$ cat config.mk
export PLATFORM = sky130hd
export DESIGN_NAME = spi_symbol_receiver_flat
export DESIGN_NICKNAME = d
export VERILOG_FILES = /design/src/rtl/qam_pkg.sv /design/src/rtl/spi_symbol_receiver_if.sv /design/src/rtl/toggle_sync.sv /design/src/rtl/spi_symbol_receiver.sv /design/src/flat_wrapper.sv
export SDC_FILE = /design/constraint.sdc
export NUM_CORES = 1
export LEC_CHECK = 0
export ABC_AREA = 1
export CORE_ASPECT_RATIO = 1.5
export CORE_UTILIZATION = 50
export CTS_BUF_LIST = sky130_fd_sc_hd__clkbuf_4
export DETAILED_ROUTE_END_ITERATION = 8
export GPL_ROUTABILITY_DRIVEN = 0
export PLACE_DENSITY = 0.7
export SKIP_LAST_GASP = 1
export SYNTH_ARGS = -nofsm -noshare
export SYNTH_HDL_FRONTEND = slang
export SYNTH_HIERARCHICAL = 1
export SYNTH_SLANG_ARGS = --single-unit
export TNS_END_PERCENT = 1
$ cat constraint.sdc
create_clock -name SCLK -period 2.7 [get_ports SCLK]
set_clock_uncertainty 0.1 [all_clocks]
set_input_delay 0.27 -clock SCLK [delete_from_list [all_inputs] [get_ports SCLK]]
set_output_delay 0.27 -clock SCLK [all_outputs]
set_load 0.005 [all_outputs]
$ cat src/rtl/qam_pkg.sv
// Shared 64-QAM definitions used by the SPI receiver and the data_clk symbol mapper.
// Optional build macro: SPI_PARITY_EN adds the RX_PARITY state.
package qam_pkg;

  localparam int unsigned SYM_BITS = 6;

  typedef logic [SYM_BITS-1:0] sym_t;

`ifdef SPI_PARITY_EN
  typedef enum logic [1:0] {
    RX_IDLE   = 2'd0,
    RX_SHIFT  = 2'd1,
    RX_PARITY = 2'd2
  } rx_state_t;
`else
  typedef enum logic [1:0] {
    RX_IDLE   = 2'd0,
    RX_SHIFT  = 2'd1
  } rx_state_t;
`endif

endpackage

$ cat src/rtl/spi_symbol_receiver_if.sv
// Two-phase toggle req/ack symbol channel from the SCLK domain to the data_clk domain.
interface spi_symbol_receiver_if;
  import qam_pkg::*;

  sym_t sym_data;
  logic req_tgl;
  logic ack_tgl;

  modport master (output sym_data, output req_tgl, input ack_tgl);
  modport slave  (input sym_data, input req_tgl, output ack_tgl);
endinterface

$ cat src/rtl/toggle_sync.sv
// Generic multi-flop synchroniser for a toggle signal crossing clock domains.
module toggle_sync #(
  parameter int unsigned STAGES = 2
) (
  input  logic clk,
  input  logic rst_n,
  input  logic i_d,
  output logic o_q
);

  logic [STAGES-1:0] r_sync;

  // Shift the async input through the flop chain; bit 0 is the first stage.
  always_ff @(posedge clk or negedge rst_n) begin
    if (!rst_n) begin
      r_sync <= '0;
    end else begin
      r_sync <= STAGES'({r_sync, i_d});
    end
  end

  assign o_q = r_sync[STAGES-1];

endmodule

$ cat src/rtl/spi_symbol_receiver.sv
// SPI slave front end: deserialises MOSI into QAM symbols, buffers them in a FIFO
// and offers them to the data_clk domain over a toggle req/ack handshake.
// Optional build macro: SPI_PARITY_EN (even parity bit after each symbol, parity_err port).
module spi_symbol_receiver
  import qam_pkg::*;
#(
  parameter int unsigned FIFO_DEPTH  = 4,
  parameter int unsigned SYNC_STAGES = 2
) (
  input  logic                          SCLK,
  input  logic                          rst_n,
  input  logic                          cs_n,
  input  logic                          mosi,
  spi_symbol_receiver_if.master         hs,
  output logic                          overrun,
  output logic                          frame_err,
`ifdef SPI_PARITY_EN
  output logic                          parity_err,
`endif
  output logic [$clog2(FIFO_DEPTH):0]   fifo_level
);

  localparam int unsigned PTR_W = $clog2(FIFO_DEPTH);
  localparam int unsigned LVL_W = PTR_W + 1;
  localparam int unsigned CNT_W = $clog2(SYM_BITS + 1);

  rx_state_t        r_state;
  sym_t             r_shift;
  logic [CNT_W-1:0] r_bit_cnt;
  logic             r_frame_err;
  logic             r_overrun;
`ifdef SPI_PARITY_EN
  logic             r_parity_err;
`endif

  sym_t             r_mem [FIFO_DEPTH];
  logic [PTR_W-1:0] r_wr_ptr;
  logic [PTR_W-1:0] r_rd_ptr;
  logic [LVL_W-1:0] r_level;

  sym_t             r_sym_data;
  logic             r_req_tgl;

  logic             w_ack_s;
  sym_t             w_sym_next;
  sym_t             w_wr_data;
  logic             w_wr;
  logic             w_last_bit;
  logic             w_full;
  logic             w_empty;
  logic             w_pop;
  logic             w_push;

  // Bring the data_clk acknowledge toggle into the SCLK domain.
  toggle_sync #(.STAGES(SYNC_STAGES)) u_ack_sync (
    .clk   (SCLK),
    .rst_n (rst_n),
    .i_d   (hs.ack_tgl),
    .o_q   (w_ack_s)
  );

  // Decode a completed symbol from the current state and incoming bit.
  always_comb begin
    w_sym_next = {r_shift[SYM_BITS-2:0], mosi};
    w_last_bit = (r_bit_cnt == CNT_W'(SYM_BITS - 1));
    w_wr       = 1'b0;
    w_wr_data  = w_sym_next;
    case (r_state)
`ifdef SPI_PARITY_EN
      RX_PARITY: begin
        w_wr_data = r_shift;
        w_wr      = !cs_n && ((^r_shift) == mosi);
      end
`else
      RX_SHIFT: begin
        w_wr = !cs_n && w_last_bit;
      end
`endif
      default: begin
        w_wr = 1'b0;
      end
    endcase
  end

  assign w_full  = (r_level == LVL_W'(FIFO_DEPTH));
  assign w_empty = (r_level == '0);
  assign w_pop   = (w_ack_s == r_req_tgl) && !w_empty;
  // A pop on the same edge frees the slot, so a full FIFO can still accept.
  assign w_push  = w_wr && (!w_full || w_pop);

  // RX FSM: bit counting, shift register and framing/parity flags.
  always_ff @(posedge SCLK or negedge rst_n) begin
    if (!rst_n) begin
      r_state     <= RX_IDLE;
      r_shift     <= '0;
      r_bit_cnt   <= '0;
      r_frame_err <= 1'b0;
`ifdef SPI_PARITY_EN
      r_parity_err <= 1'b0;
`endif
    end else begin
      case (r_state)
        RX_IDLE: begin
          if (!cs_n) begin
            r_shift   <= {{(SYM_BITS-1){1'b0}}, mosi};
            r_bit_cnt <= CNT_W'(1);
            r_state   <= RX_SHIFT;
          end
        end
        RX_SHIFT: begin
          if (cs_n) begin
            r_state   <= RX_IDLE;
            r_bit_cnt <= '0;
            if (r_bit_cnt != '0) begin
              r_frame_err <= 1'b1;
            end
          end else begin
            r_shift <= w_sym_next;
            if (w_last_bit) begin
              r_bit_cnt <= '0;
`ifdef SPI_PARITY_EN
              r_state   <= RX_PARITY;
`endif
            end else begin
              r_bit_cnt <= r_bit_cnt + CNT_W'(1);
            end
          end
        end
`ifdef SPI_PARITY_EN
        RX_PARITY: begin
          r_bit_cnt <= '0;
          if (cs_n) begin
            r_state     <= RX_IDLE;
            r_frame_err <= 1'b1;
          end else begin
            r_state <= RX_SHIFT;
            if ((^r_shift) != mosi) begin
              r_parity_err <= 1'b1;
            end
          end
        end
`endif
        default: begin
          r_state   <= RX_IDLE;
          r_bit_cnt <= '0;
        end
      endcase
    end
  end

  // FIFO storage; contents need no reset because level gates every read.
  always_ff @(posedge SCLK) begin
    if (w_push) begin
      r_mem[r_wr_ptr] <= w_wr_data;
    end
  end

  // FIFO pointers, occupancy and overrun detection.
  always_ff @(posedge SCLK or negedge rst_n) begin
    if (!rst_n) begin
      r_wr_ptr  <= '0;
      r_rd_ptr  <= '0;
      r_level   <= '0;
      r_overrun <= 1'b0;
    end else begin
      if (w_push) begin
        r_wr_ptr <= r_wr_ptr + PTR_W'(1);
      end
      if (w_pop) begin
        r_rd_ptr <= r_rd_ptr + PTR_W'(1);
      end
      if (w_push && !w_pop) begin
        r_level <= r_level + LVL_W'(1);
      end else if (w_pop && !w_push) begin
        r_level <= r_level - LVL_W'(1);
      end
      if (w_wr && !w_push) begin
        r_overrun <= 1'b1;
      end
    end
  end

  // Present the FIFO head and raise a new request whenever the channel is idle.
  always_ff @(posedge SCLK or negedge rst_n) begin
    if (!rst_n) begin
      r_sym_data <= '0;
      r_req_tgl  <= 1'b0;
    end else if (w_pop) begin
      r_sym_data <= r_mem[r_rd_ptr];
      r_req_tgl  <= ~r_req_tgl;
    end
  end

  assign hs.sym_data = r_sym_data;
  assign hs.req_tgl  = r_req_tgl;
  assign overrun     = r_overrun;
  assign frame_err   = r_frame_err;
  assign fifo_level  = r_level;
`ifdef SPI_PARITY_EN
  assign parity_err  = r_parity_err;
`endif

endmodule

$ cat src/flat_wrapper.sv
// flat-port wrapper written by rule: the top's interface ports become plain ports
module spi_symbol_receiver_flat import qam_pkg::*;
#(
  parameter int unsigned FIFO_DEPTH  = 4,
  parameter int unsigned SYNC_STAGES = 2
)
  (SCLK, rst_n, cs_n, mosi, overrun, frame_err, fifo_level, hs_sym_data, hs_req_tgl, hs_ack_tgl);
  spi_symbol_receiver_if hs_i ();
  input  logic SCLK;
  input  logic rst_n;
  input  logic cs_n;
  input  logic mosi;
  output logic overrun;
  output logic frame_err;
  output logic [$clog2(FIFO_DEPTH):0] fifo_level;
  output wire logic [$bits(hs_i.sym_data)-1:0] hs_sym_data;
  output wire logic [$bits(hs_i.req_tgl)-1:0] hs_req_tgl;
  input wire logic [$bits(hs_i.ack_tgl)-1:0] hs_ack_tgl;
  assign hs_sym_data = hs_i.sym_data;
  assign hs_req_tgl = hs_i.req_tgl;
  assign hs_i.ack_tgl = hs_ack_tgl;
  spi_symbol_receiver #(.FIFO_DEPTH(FIFO_DEPTH), .SYNC_STAGES(SYNC_STAGES)) u_core (.SCLK(SCLK), .rst_n(rst_n), .cs_n(cs_n), .mosi(mosi), .hs(hs_i), .overrun(overrun), .frame_err(frame_err), .fifo_level(fifo_level));
endmodule
======== After elaboration in Yosys (flattened, before gate mapping) ========
Memories as Yosys holds them, arrays and structs flattened. A register that Yosys moved wholly into a read port is not among the register bits.
Cells that the tools add are included.
storage, ports and cells
  register bits after elaboration ......... 22
  bits in writable memories ............... 24
  input bits .............................. 5
  output and inout bits ................... 12
  logic and storage cells ................. 60
  memories kept ........................... 1
memories
  memory        words  bits a word  rd ports  clocked after Yosys merged registers in  write ports  line                       RTL
  u_core.r_mem  4      6            1         1                                        1            spi_symbol_receiver.sv:36  sym_t r_mem [FIFO_DEPTH];
cells by class
  $add $sub $neg .......................... 5
  equal/unequal tests ..................... 7
  multiplexer cells ....................... 15
  bitwise logic cells ..................... 1
  reduce and logical (&&, ||, !) cells .... 21
operators with widths
  cell                                                                    count
  3-bit 2-to-1 mux                                                        5
  5-bit 2-to-1 mux                                                        2
  5-bit case mux with 2 select lines                                      1
  3-bit by 1-bit adder with 3-bit output (second input constant)          2
  3-bit equality test (second input constant)                             2
  1-bit logical AND                                                       6
  1-bit logical NOT                                                       6
  2-bit != test (second input constant)                                   3
  3-bit case mux with 2 select lines                                      1
  3-bit AND reduction                                                     2
  2-bit by 1-bit adder with 2-bit output (second input constant)          2
  2-bit 2-to-1 mux                                                        2
  2-bit case mux with 2 select lines                                      1
  2-bit nonzero test                                                      2
  3-bit logical NOT                                                       1
  1-bit 2-to-1 mux                                                        3
  3-bit nonzero test                                                      1
  3-bit by 1-bit subtractor with 3-bit output (second input constant)     1
  2-bit by 1-bit equality test with 1-bit output (second input constant)  1
  2-bit logical NOT                                                       1
  2-bit AND reduction                                                     1
  1-bit equality test                                                     1
  1-bit logical OR                                                        1
  1-bit NOT                                                               1

======== Depth between registers and ports, before layout ========
Gate-level depths: netlist of run 1.
  depth in word-level cells ............... 9
  mapped depth ............................ 13
  depth with buffers taken out ............ 13

======== Cells and area by module ========
Netlist of run 1, hierarchy kept.
by module, submodules not included
  module               instances  cells each  area each (sq um)  seq. area each (sq um)
  spi_symbol_receiver  1          231         2217.1             1346.3
  toggle_sync          1          2           50.0               50.0

======== Worst setup path after synthesis of run 1 ========
OpenSTA, ideal clock, no wires.
  path kind ............................... reg-to-reg
  from .................................... reg u_core.r_state[0]
  to ...................................... reg u_core.r_level[2], in the netlist u_core/fifo_level[2]
  setup time .............................. 0.123 ns
  arrival time ............................ 1.799 ns
  data required time ...................... 2.477 ns
  path slack .............................. 0.678 ns
  cell stages (with the launch flop) ...... 12
  buffers on the path ..................... 1
  period minus slack after synthesis ...... 2.022 ns
  path through ............................ dfrtp_1 > buf_4 > nand2_1 > nor2_1 > nand2_2 > inv_1 > ha_1 > inv_1 > fa_1 > nand2_1 > nand3b_1 > xor2_1
on the way
  cells in the longest elaborated chain, start to end .. 6
  elaborated cells on any way between the ends .. 8
  classes of those cells .................. eq/ne: 1; mux: 2; reduce/logical: 5
ends and longest elaborated chain
  what                                              line                        RTL
  start, declared                                   spi_symbol_receiver.sv:27   rx_state_t r_state;
  start signal, assigned                            spi_symbol_receiver.sv:94   r_state <= RX_IDLE;
  start signal, assigned                            spi_symbol_receiver.sv:107  r_state <= RX_SHIFT;
  start signal, assigned                            spi_symbol_receiver.sv:112  r_state <= RX_IDLE;
  2-bit by 1-bit equality test with 1-bit output *  spi_symbol_receiver.sv:68   case (r_state)
  1-bit 2-to-1 mux *                                spi_symbol_receiver.sv:68
  1-bit logical AND *                               spi_symbol_receiver.sv:89   assign w_push = w_wr && (!w_full || w_pop);
  named net u_core.w_push                           spi_symbol_receiver.sv:52   logic w_push;
  1-bit logical NOT                                 spi_symbol_receiver.sv:174  end else if (w_pop && !w_push) begin
  1-bit logical AND                                 spi_symbol_receiver.sv:174
  2-bit nonzero test (no line)                      n/a
  end signal, assigned                              spi_symbol_receiver.sv:173  r_level <= r_level + LVL_W'(1);
  end signal, assigned                              spi_symbol_receiver.sv:175  r_level <= r_level - LVL_W'(1);
  end, declared                                     spi_symbol_receiver.sv:39   logic [LVL_W-1:0] r_level;
The timed path passes the listed nets; every way through them passes the cells marked *.
A chain may end at the register's enable or synchronous reset.

======== Worst setup path in the final report of run 1 ========
Ends and elaborated chain as after synthesis.

==> results.ini, run 1 <==
[run_status]
status = complete, but fails checks
violations = design-rule violations

[setup_path]
crit_required_ns = 2.85
r2r_end = u_core/fifo_level[2]$_DFFE_PN0P_
startpoint = u_core/r_state[0]$_DFFE_PN0P_
crit_chain = nand2_1, nor2_1, nand2_2, inv_1, ha_1, inv_1, fa_1, nand2_1, nand3b_1, xor2_1
crit_path_start_kind = flip-flop
reg2reg_slack_ns = 0.51
crit_path_end_kind = flip-flop
crit_type = reg -> reg
r2r_cells = 10
arrival_ns = 2.34
max_stage_delay_ns = 0.53
r2r_start = u_core/r_state[0]$_DFFE_PN0P_
critPathMaxFanout = 9
critPathSlowestCell = dfrtp_1

[timing]
slew_headroom = 0.652
holdWs_ns = 0.183
slew_violations = 0
max_freq_mhz = 457
finalSetupViolCount = 0
tightest_slew_ns = 0.520
period_minus_slack_ns = 2.19
rsz0062_at_grt = no
final_hold_viol_count = 0
setup_tns_ns = 0
min_period_over_period = 0.810

[yosys]
synth.area.mux_share = 0.00497
synth_cells = 233
synth_area_leaders = edfxtp_1 (32%), dfrtp_1 (30%), nand2_1 (11%), inv_1 (5.6%), nor2_1 (4.3%)
synth_fa_ha_area_frac = 0.0475
synth_top_family_by_area = simple AND/OR/NAND/NOR gates
syn_avg_cell_area_sq_um = 9.73
synth_compound_area_frac = 0.0298
yosysUniqueCellTypes = 25
syn_nets = 246
ys_seq_area_frac = 0.616
ys_ff_latch = 51
yosys.area_share.simple = 0.212
ys_warn_count = 6
syn_area_sq_mm = 0.00227
synth_top_area_share = 0.318
synth_xor_area_frac = 0.0155
synth_top_cell_by_area = edfxtp_1

[drt]
drt_iter0_drc = 47
drtPass1Iterations = 6
via_per_inst = 4.73
ant_nets = 0
vias = 1423
wire_per_inst_um = 11.1
drt-total-wl_um = 3330
drc = 6

[final_layout]
drive_above_1_share = 0.0627
area.growth.synth_to_final_pct = 11.3
layout_commonest_cell = nand2_1
antenna_cells = 0
final_cell_mix = nand2_1 (68), inv_1 (34), dfrtp_1 (27), nor2_1 (26), edfxtp_1 (24)
fin_nets = 267

[die]
dieWidth_um = 57.0
core_sq_mm = 0.00428
die-area_sq_mm = 0.00481
die_h_um = 84.5
start_util = 0.530
core.rowCount = 29
ios = 17

[power]
p_clk_frac = 0.136
seqPwrFrac = 0.528
p_comb_frac = 0.336
ir_drop_uv = 402
power.density_mw_per_mm2 = 933
p_int_mw = 1.53
switching_power_mw = 0.830
p_leak_nw = 1.20
switching_share = 0.352

[clock_network]
clock-root-buffer = clkbuf_4
postCtsSetupBuffers = 0
cts_resized = 0
clock_latency_ns = 0.35
htreeDepth = 2
clockBufferDepth = 2
clock_sinks = 51
clk_pin_slew_ns = 0.13
cts_buffers = 5
cts_tree = yes
cts_hold_buf = 0

[global_routing]
grtUsageTotal = 0.168
grt_pass1_wl_um = 6180
gr-total-overflow = 0
grt_antenna_before_repair = 0
grt_max_degree = 28
grt_pass1_vias = 1457

[run]
cap_viol_max_count = 0

[min_path]
hp-class = in -> async

[placement]
dp_hpwl_um = 2440
io_buffers = 16

## worst max-delay path by stage
stage                                                   to  slack (ns)
after global routing      u_core/fifo_level[2]$_DFFE_PN0P_        0.29
after global placement    u_core/fifo_level[2]$_DFFE_PN0P_        0.31
after floorplan           u_core/fifo_level[2]$_DFFE_PN0P_        0.68
after CTS                 u_core/fifo_level[2]$_DFFE_PN0P_        0.51
final                     u_core/fifo_level[2]$_DFFE_PN0P_        0.51
after detailed placement  u_core/fifo_level[2]$_DFFE_PN0P_        0.27
## worst max-delay path: cells and delay by family (launching register included)
family	cells	cell delay, ns
xor+xnor	1	0.15
buf+inv	2	0.13
simple gates	5	0.64
fa+ha+maj	2	0.52
flops	1	0.53
## final cells by class
type                    count  area (sq um)
clock buffers               6          45.0
clock inverters             2          7.51
fillers                   354          1760
inverters                  35           131
multi-input cells         142           703
flip-flops and latches     51          1400
well taps                  46          57.6
repair buffers             19           183
## stage by stage
stage | utilization | power, mW | cell area [sq um] | setup WS (ns) | instances
after floorplan | - | 1.80 | 2270 | 0.678 | 233
after global placement | 0.577 | 2.03 | 2470 | 0.310 | 293
after detailed placement | 0.577 | 2.06 | 2470 | 0.269 | 293
after CTS | 0.589 | 2.38 | 2520 | 0.512 | 301
after global routing | 0.589 | 2.59 | 2520 | 0.294 | 301
final | 0.589 | 2.36 | 2520 | 0.513 | 301
## cell usage after synthesis, drive strengths merged
master / instances
nand2: 69
inv: 35
dfrtp: 27
nor2: 26
edfxtp: 24
nand3: 13
ha: 7
or2: 7
a21oi: 5
buf: 5
o21ai: 4
xnor2: 2
xor2: 2
fa: 1
mux2: 1
nand3b: 1
nand4: 1
o211ai: 1
o21a: 1
o31ai: 1
## power groups by stage
stage | combinational [mW] | sequential [mW] | clock (mW)
after global routing | 0.944 | 1.28 | 0.360
after detailed placement | 0.799 | 1.26 | 0
after CTS | 0.803 | 1.24 | 0.337
final | 0.792 | 1.24 | 0.320
after floorplan | 0.621 | 1.18 | 0
after global placement | 0.777 | 1.25 | 0
## cells by family after synthesis
kind of cell | count (synthesis)
mux | 1
fa+ha+maj | 8
compound gates | 12
simple gates | 117
buf+inv | 40
xor+xnor | 4
flops | 51
## flip-flops by register name, indices dropped and copies added, names as in the netlist
signal	flops
u_core/u_ack_sync/r_sync	2
u_core/r_wr_ptr	2
u_core/hs.sym_data	6
u_core/hs.req_tgl	1
u_core/r_mem	24
u_core/r_rd_ptr	2
u_core/r_shift	5
u_core/r_bit_cnt	3
u_core/r_state	1
u_core/overrun	1
u_core/fifo_level	3
u_core/frame_err	1
## per-layer routing
layer,GRT usage,vias up,wire length (um)
li1,-,768,-
met1,0.193,626,1450
met3,0.0431,7,103
met5,0,-,0
met2,0.286,22,1710
met4,0.0820,0,69
No activity file was read; power rests on OpenSTA's default activity.
==> inputs of run 2 (changes only) <==
clock period = 2.05 ns   (was 2.7 ns; I/O delays follow)
==> results.ini, run 2 (synthesis gave the netlist of run 1 again) <==
[clock_network]
cts_tree = yes  ; unchanged
htreeDepth = 2  ; unchanged
clock-root-buffer = clkbuf_4  ; unchanged
clock_latency_ns = 0.35  ; about the same
cts_buffers = 5  ; unchanged
clock_sinks = 51  ; unchanged
clk_pin_slew_ns = 0.13  ; about the same
clockBufferDepth = 2  ; unchanged

[drt]
drc = 6  ; unchanged
ant_nets = 0  ; unchanged
wire_per_inst_um = 11.2  ; was 11.1 um
drt-total-wl_um = 3550  ; was 3330 um
drtPass1Iterations = 6  ; unchanged
drt_iter0_drc = 47  ; unchanged
via_per_inst = 4.78  ; was 4.73
vias = 1512  ; was 1423

[die]
die_h_um = 84.5  ; unchanged
ios = 17  ; unchanged
core_sq_mm = 0.00428  ; unchanged
start_util = 0.530  ; unchanged
core.rowCount = 29  ; unchanged
dieWidth_um = 57.0  ; unchanged
die-area_sq_mm = 0.00481  ; unchanged

[setup_path]
crit_path_end_kind = flip-flop  ; unchanged
path_delay_family = adder cells  ; was simple AND/OR/NAND/NOR gates
r2r_start = u_core/fifo_level[1]$_DFFE_PN0P_  ; was u_core/r_state[0]$_DFFE_PN0P_
critPathBufInv = 3  ; was 2
crit_chain = inv_2, nand2_1, nor2_2, nand2_2, nand2_2, inv_1, ha_2, inv_2, fa_2, nor2_1, a21oi_1  ; was nand2_1, nor2_1, nand2_2, inv_1, ha_1, inv_1, fa_1, nand2_1, nand3b_1, xor2_1
r2r_cells = 11  ; was 10
critPathMaxFanout = 3  ; was 9
crit_required_ns = 2.21  ; was 2.85 ns
reg2reg_slack_ns = 0.15  ; was 0.51 ns
critPathSlowestCell = fa_2  ; was dfrtp_1
crit_type = reg -> reg  ; unchanged
max_stage_delay_ns = 0.42  ; was 0.53 ns
arrival_ns = 2.06  ; was 2.34 ns
r2r_end = u_core/fifo_level[1]$_DFFE_PN0P_  ; was u_core/fifo_level[2]$_DFFE_PN0P_
crit_path_start_kind = flip-flop  ; unchanged

[run_status]
status = complete, but fails checks  ; unchanged
violations = design-rule violations  ; unchanged

[power]
power.density_mw_per_mm2 = 1230  ; was 933 mW/mm^2
seqPwrFrac = 0.471  ; was 0.528
p_leak_nw = 1.28  ; was 1.20 nW
p_int_mw = 2.14  ; was 1.53 mW
p_comb_frac = 0.393  ; was 0.336
p_clk_frac = 0.135  ; was 0.136
switching_share = 0.348  ; was 0.352
ir_drop_uv = 682  ; was 402 uV
switching_power_mw = 1.15  ; was 0.830 mW

[min_path]
hp-class = in -> async  ; unchanged

[final_layout]
antenna_cells = 0  ; unchanged
largest_reg_flops = 24  ; unchanged
drive_above_1_share = 0.167  ; was 0.0627
layout_commonest_cell = nand2_1  ; unchanged
fill_cells = 364  ; was 354
final_cell_mix = nand2_1 (64), inv_1 (32), dfrtp_1 (27), nor2_1 (24), edfxtp_1 (24)  ; was nand2_1 (68), inv_1 (34), dfrtp_1 (27), nor2_1 (26), edfxtp_1 (24)
final_util = 0.624  ; was 0.589
multiInputGateArea_sq_um = 733  ; was 703 sq um
area.growth.synth_to_final_pct = 17.8  ; was 11.3%
regMostFlops = u_core/r_mem  ; unchanged
seqCellArea_sq_mm = 0.00140  ; unchanged
design_area_sq_mm = 0.00267  ; was 0.00252 sq mm
fin_nets = 282  ; was 267

[timing]
tightest_slew_ns = 0.442  ; was 0.520 ns
min_period_over_period = 0.926  ; was 0.810
finalSetupViolCount = 0  ; unchanged
max_freq_mhz = 527  ; was 457 MHz
period_minus_slack_ns = 1.90  ; was 2.19 ns
rsz0062_at_grt = no  ; unchanged
setup_tns_ns = 0  ; unchanged
slew_violations = 0  ; unchanged
holdWs_ns = 0.107  ; was 0.183 ns
slew_headroom = 0.705  ; was 0.652
final_hold_viol_count = 0  ; unchanged

[global_routing]
gr-total-overflow = 0  ; unchanged
grt_antenna_before_repair = 0  ; unchanged
grt_pass1_wl_um = 6370  ; was 6180 um
grtUsageTotal = 0.173  ; was 0.168
grt_pass1_vias = 1497  ; was 1457
grt_max_degree = 28  ; unchanged

[placement]
dp_hpwl_um = 2580  ; was 2440 um
io_buffers = 16  ; unchanged
place_area_sq_mm = 0.00258  ; was 0.00247 sq mm

[run]
cap_viol_max_count = 0  ; unchanged

[run 2: cell type report]
class / instances / share of cell area
flip-flops and latches: 51 / 0.523
inverters: 35 / 0.0492
multi-input cells: 142 / 0.274
clock inverters: 1 / 0.00187
repair buffers: 34 / 0.111
well taps: 46 / 0.0215
clock buffers: 7 / 0.0197
[run 2: power by group through the flow]
stage	registers (mW)	logic [mW]	clock network [mW]
detailed placement	1.57	1.26	0
floorplan	1.55	0.818	0
global placement	1.56	1.23	0
finish	1.55	1.29	0.445
CTS	1.55	1.26	0.461
global route	1.59	1.52	0.497
[run 2: what timing repair did]
| item | in CTS | in global routing |
|---|---|---|
| hold endpoints to repair | 0 | 0 |
| hold buffers | 0 | 0 |
| gates resized for setup | 0 | 12 |
| setup endpoints to repair | 0 | 2 |
| buffers inserted | 0 | 1 |
[run 2: stage by stage]
step | total power [mW] | std cells | setup WS, ns
3_5_place_dp | 2.83 | 307 | -0.199
6_report | 3.29 | 316 | 0.151
3_3_place_gp | 2.79 | 307 | -0.147
2_1_floorplan | 2.37 | 233 | 0.0281
4_1_cts | 3.28 | 315 | 0.0796
5_1_grt | 3.60 | 316 | 0.00877
[run 2: worst max-delay path by stage]
stage	startpoint	cells past startpoint	slack [ns]	end
floorplan	u_core/r_state[0]$_DFFE_PN0P_	11	0.03	u_core/fifo_level[2]$_DFFE_PN0P_
global placement	cs_n	12	-0.15	u_core/fifo_level[2]$_DFFE_PN0P_
detailed placement	cs_n	12	-0.20	u_core/fifo_level[2]$_DFFE_PN0P_
CTS	u_core/fifo_level[1]$_DFFE_PN0P_	11	0.08	u_core/fifo_level[1]$_DFFE_PN0P_
global route	u_core/hs.req_tgl$_DFFE_PN0P_	13	0.009	u_core/fifo_level[2]$_DFFE_PN0P_
finish	u_core/fifo_level[1]$_DFFE_PN0P_	11	0.15	u_core/fifo_level[1]$_DFFE_PN0P_
[run 2: metal layers]
metal  part of all wire  wire [um]  track usage
met1               0.42       1480        0.198
met2               0.54       1920        0.306
met3              0.026         91       0.0431
met4              0.015         53       0.0687
met5                  0          0            0
==> inputs of run 3 (changes only) <==
CORE_ASPECT_RATIO = 1.25   (was 1.5)
SLEW_MARGIN = 5   (was unset)
==> results.ini, run 3 (synthesis gave the netlist of run 1 again) <==
[clock_network]
clock_latency_ns = 0.37  ; was 0.35 ns
clock_sinks = 51  ; unchanged
clock-root-buffer = clkbuf_4  ; unchanged
clk_pin_slew_ns = 0.14  ; was 0.13 ns
cts_tree = yes  ; unchanged
clockBufferDepth = 2  ; unchanged
cts_hold_buf = 0  ; unchanged
htreeDepth = 2  ; unchanged
cts_buffers = 5  ; unchanged

[global_routing]
grt_pass1_vias = 1448  ; was 1497
grt_antenna_before_repair = 0  ; unchanged
gr-total-overflow = 0  ; unchanged
grt_pass1_wl_um = 6420  ; was 6370 um
grtUsageTotal = 0.175  ; was 0.173
grt_max_degree = 28  ; unchanged

[timing]
slew_headroom = 0.667  ; was 0.705
finalWorstSetupSlack_ns = 0.122  ; was 0.151 ns
slew_violations = 0  ; unchanged
max_freq_mhz = 519  ; was 527 MHz
period_minus_slack_ns = 1.93  ; was 1.90 ns
tightest_slew_ns = 0.500  ; was 0.442 ns
rsz0062_at_grt = yes  ; was no
min_period_over_period = 0.940  ; was 0.926
finalSetupViolCount = 0  ; unchanged
setup_tns_ns = 0  ; unchanged
final_hold_viol_count = 0  ; unchanged

[setup_path]
crit_path_start_kind = flip-flop  ; unchanged
crit_required_ns = 2.24  ; was 2.21 ns
arrival_ns = 2.12  ; was 2.06 ns
crit_path_end_kind = flip-flop  ; unchanged
critPathMaxFanout = 2  ; was 3
crit_type = reg -> reg  ; unchanged

[final_layout]
fill_cells = 378  ; was 364
seqCellArea_sq_mm = 0.00140  ; unchanged
multiInputGateArea_sq_um = 716  ; was 733 sq um
largest_reg_flops = 24  ; unchanged
final_util = 0.612  ; was 0.624
fin_nets = 282  ; unchanged
drive_above_1_share = 0.144  ; was 0.167
area.growth.synth_to_final_pct = 18.5  ; was 17.8%
final_cell_mix = nand2_1 (67), inv_1 (32), dfrtp_1 (27), nor2_1 (24), edfxtp_1 (24)  ; was nand2_1 (64), inv_1 (32), dfrtp_1 (27), nor2_1 (24), edfxtp_1 (24)
antenna_cells = 0  ; unchanged
regMostFlops = u_core/r_mem  ; unchanged
layout_commonest_cell = nand2_1  ; unchanged

[power]
switching_share = 0.344  ; was 0.348
p_clk_frac = 0.164  ; was 0.135
seqPwrFrac = 0.457  ; was 0.471
switching_power_mw = 1.17  ; was 1.15 mW
power.density_mw_per_mm2 = 1260  ; was 1230 mW/mm^2
p_comb_frac = 0.379  ; was 0.393
p_leak_nw = 1.28  ; about the same
p_int_mw = 2.23  ; was 2.14 mW
ir_drop_uv = 618  ; was 682 uV

[die]
start_util = 0.516  ; was 0.530
ios = 17  ; unchanged
die_h_um = 77.3  ; was 84.5 um
dieWidth_um = 62.2  ; was 57.0 um
core_sq_mm = 0.00439  ; was 0.00428 sq mm
core.rowCount = 27  ; was 29
die-area_sq_mm = 0.00481  ; about the same

[placement]
dp_hpwl_um = 2570  ; was 2580 um
io_buffers = 16  ; unchanged
pre_cts_slack_ns = -0.184  ; was -0.199 ns

[drt]
met2_length_um = 1860  ; was 1920 um
top_layer = met4  ; unchanged
wl_met3_um = 88  ; was 91 um
via_per_inst = 4.58  ; was 4.78
vias = 1501  ; was 1512
drtPass1Iterations = 4  ; was 6
drt_iter0_drc = 61  ; was 47
ant_nets = 0  ; unchanged
drc = 0  ; was 6
drt-total-wl_um = 3670  ; was 3550 um
routedLengthMet1_um = 1670  ; was 1480 um
wire_per_inst_um = 11.2  ; about the same

[run_status]
status = finished, final reports clean  ; was complete, but fails checks

[run]
cap_viol_max_count = 0  ; unchanged

[min_path]
hp-class = in -> async  ; unchanged

## run 3: cell type report
| class | count | share of cell area |
|---|---|---|
| Sequential cell | 51 | 0.520 |
| Multi-Input combinational cell | 142 | 0.266 |
| Timing Repair Buffer | 34 | 0.110 |
| Inverter | 35 | 0.0489 |
| Tap cell | 58 | 0.0270 |
| Clock inverter | 3 | 0.0144 |
| Clock buffer | 5 | 0.0140 |
## run 3: per-stage QoR
stage	hold WS [ns]	instances	total power [mW]	area (sq um)
after global routing	0.0884	328	3.69	2690
after detailed placement	0.246	319	2.85	2590
after floorplan	-0.191	233	2.37	2270
after global placement	0.232	319	2.80	2590
final	0.0889	328	3.39	2690
after CTS	0.0905	327	3.41	2670
## run 3: repair_timing
action | CTS | global route
setup endpoints to repair | 0 | 2
resized for setup | 0 | 7
setup buffers | 0 | 1
## run 3: power by group through the flow
| stage | logic, mW | registers [mW] | clock network [mW] |
|---|---|---|---|
| 6_report | 1.29 | 1.55 | 0.558 |
| 5_1_grt | 1.49 | 1.59 | 0.613 |
| 4_1_cts | 1.28 | 1.55 | 0.571 |
| 3_5_place_dp | 1.28 | 1.58 | 0 |
| 3_3_place_gp | 1.24 | 1.56 | 0 |
| 2_1_floorplan | 0.818 | 1.55 | 0 |
## run 3: final timing paths
check / slack [ns] / startpoint / cells after the start / to
max in group asynchronous: 1.49 / rst_n / 2 / u_core/r_rd_ptr[1]$_DFFE_PN0P_
min in group SCLK: 0.17 / hs_ack_tgl / 1 / u_core/u_ack_sync/r_sync[0]$_DFF_PN0_
worst max register to register: 0.12 / u_core/r_bit_cnt[1]$_DFFE_PN0P_ / 10 / u_core/fifo_level[1]$_DFFE_PN0P_
worst min-delay path: 0.09 / rst_n / 2 / u_core/u_ack_sync/r_sync[1]$_DFF_PN0_
worst min register to register: 0.27 / u_core/u_ack_sync/r_sync[0]$_DFF_PN0_ / 0 / u_core/u_ack_sync/r_sync[1]$_DFF_PN0_
worst max-delay path: 0.12 / u_core/r_bit_cnt[1]$_DFFE_PN0P_ / 10 / u_core/fifo_level[1]$_DFFE_PN0P_
## run 3: routing by layer
layer | GRT usage | up-vias
met5 | 0 | -
met4 | 0.0767 | 0
met3 | 0.0402 | 6
met2 | 0.302 | 17
met1 | 0.207 | 685
li1 | - | 793
## run 3: critical path: stages, from the launching register on
cell	delay, ns
dfrtp_1	0.41
inv_1	0.06
nand3_1	0.10
nor2_2	0.18
nand2_2	0.07
inv_1	0.05
ha_2	0.17
inv_2	0.04
fa_2	0.51
nor2_1	0.04
a21oi_1	0.12
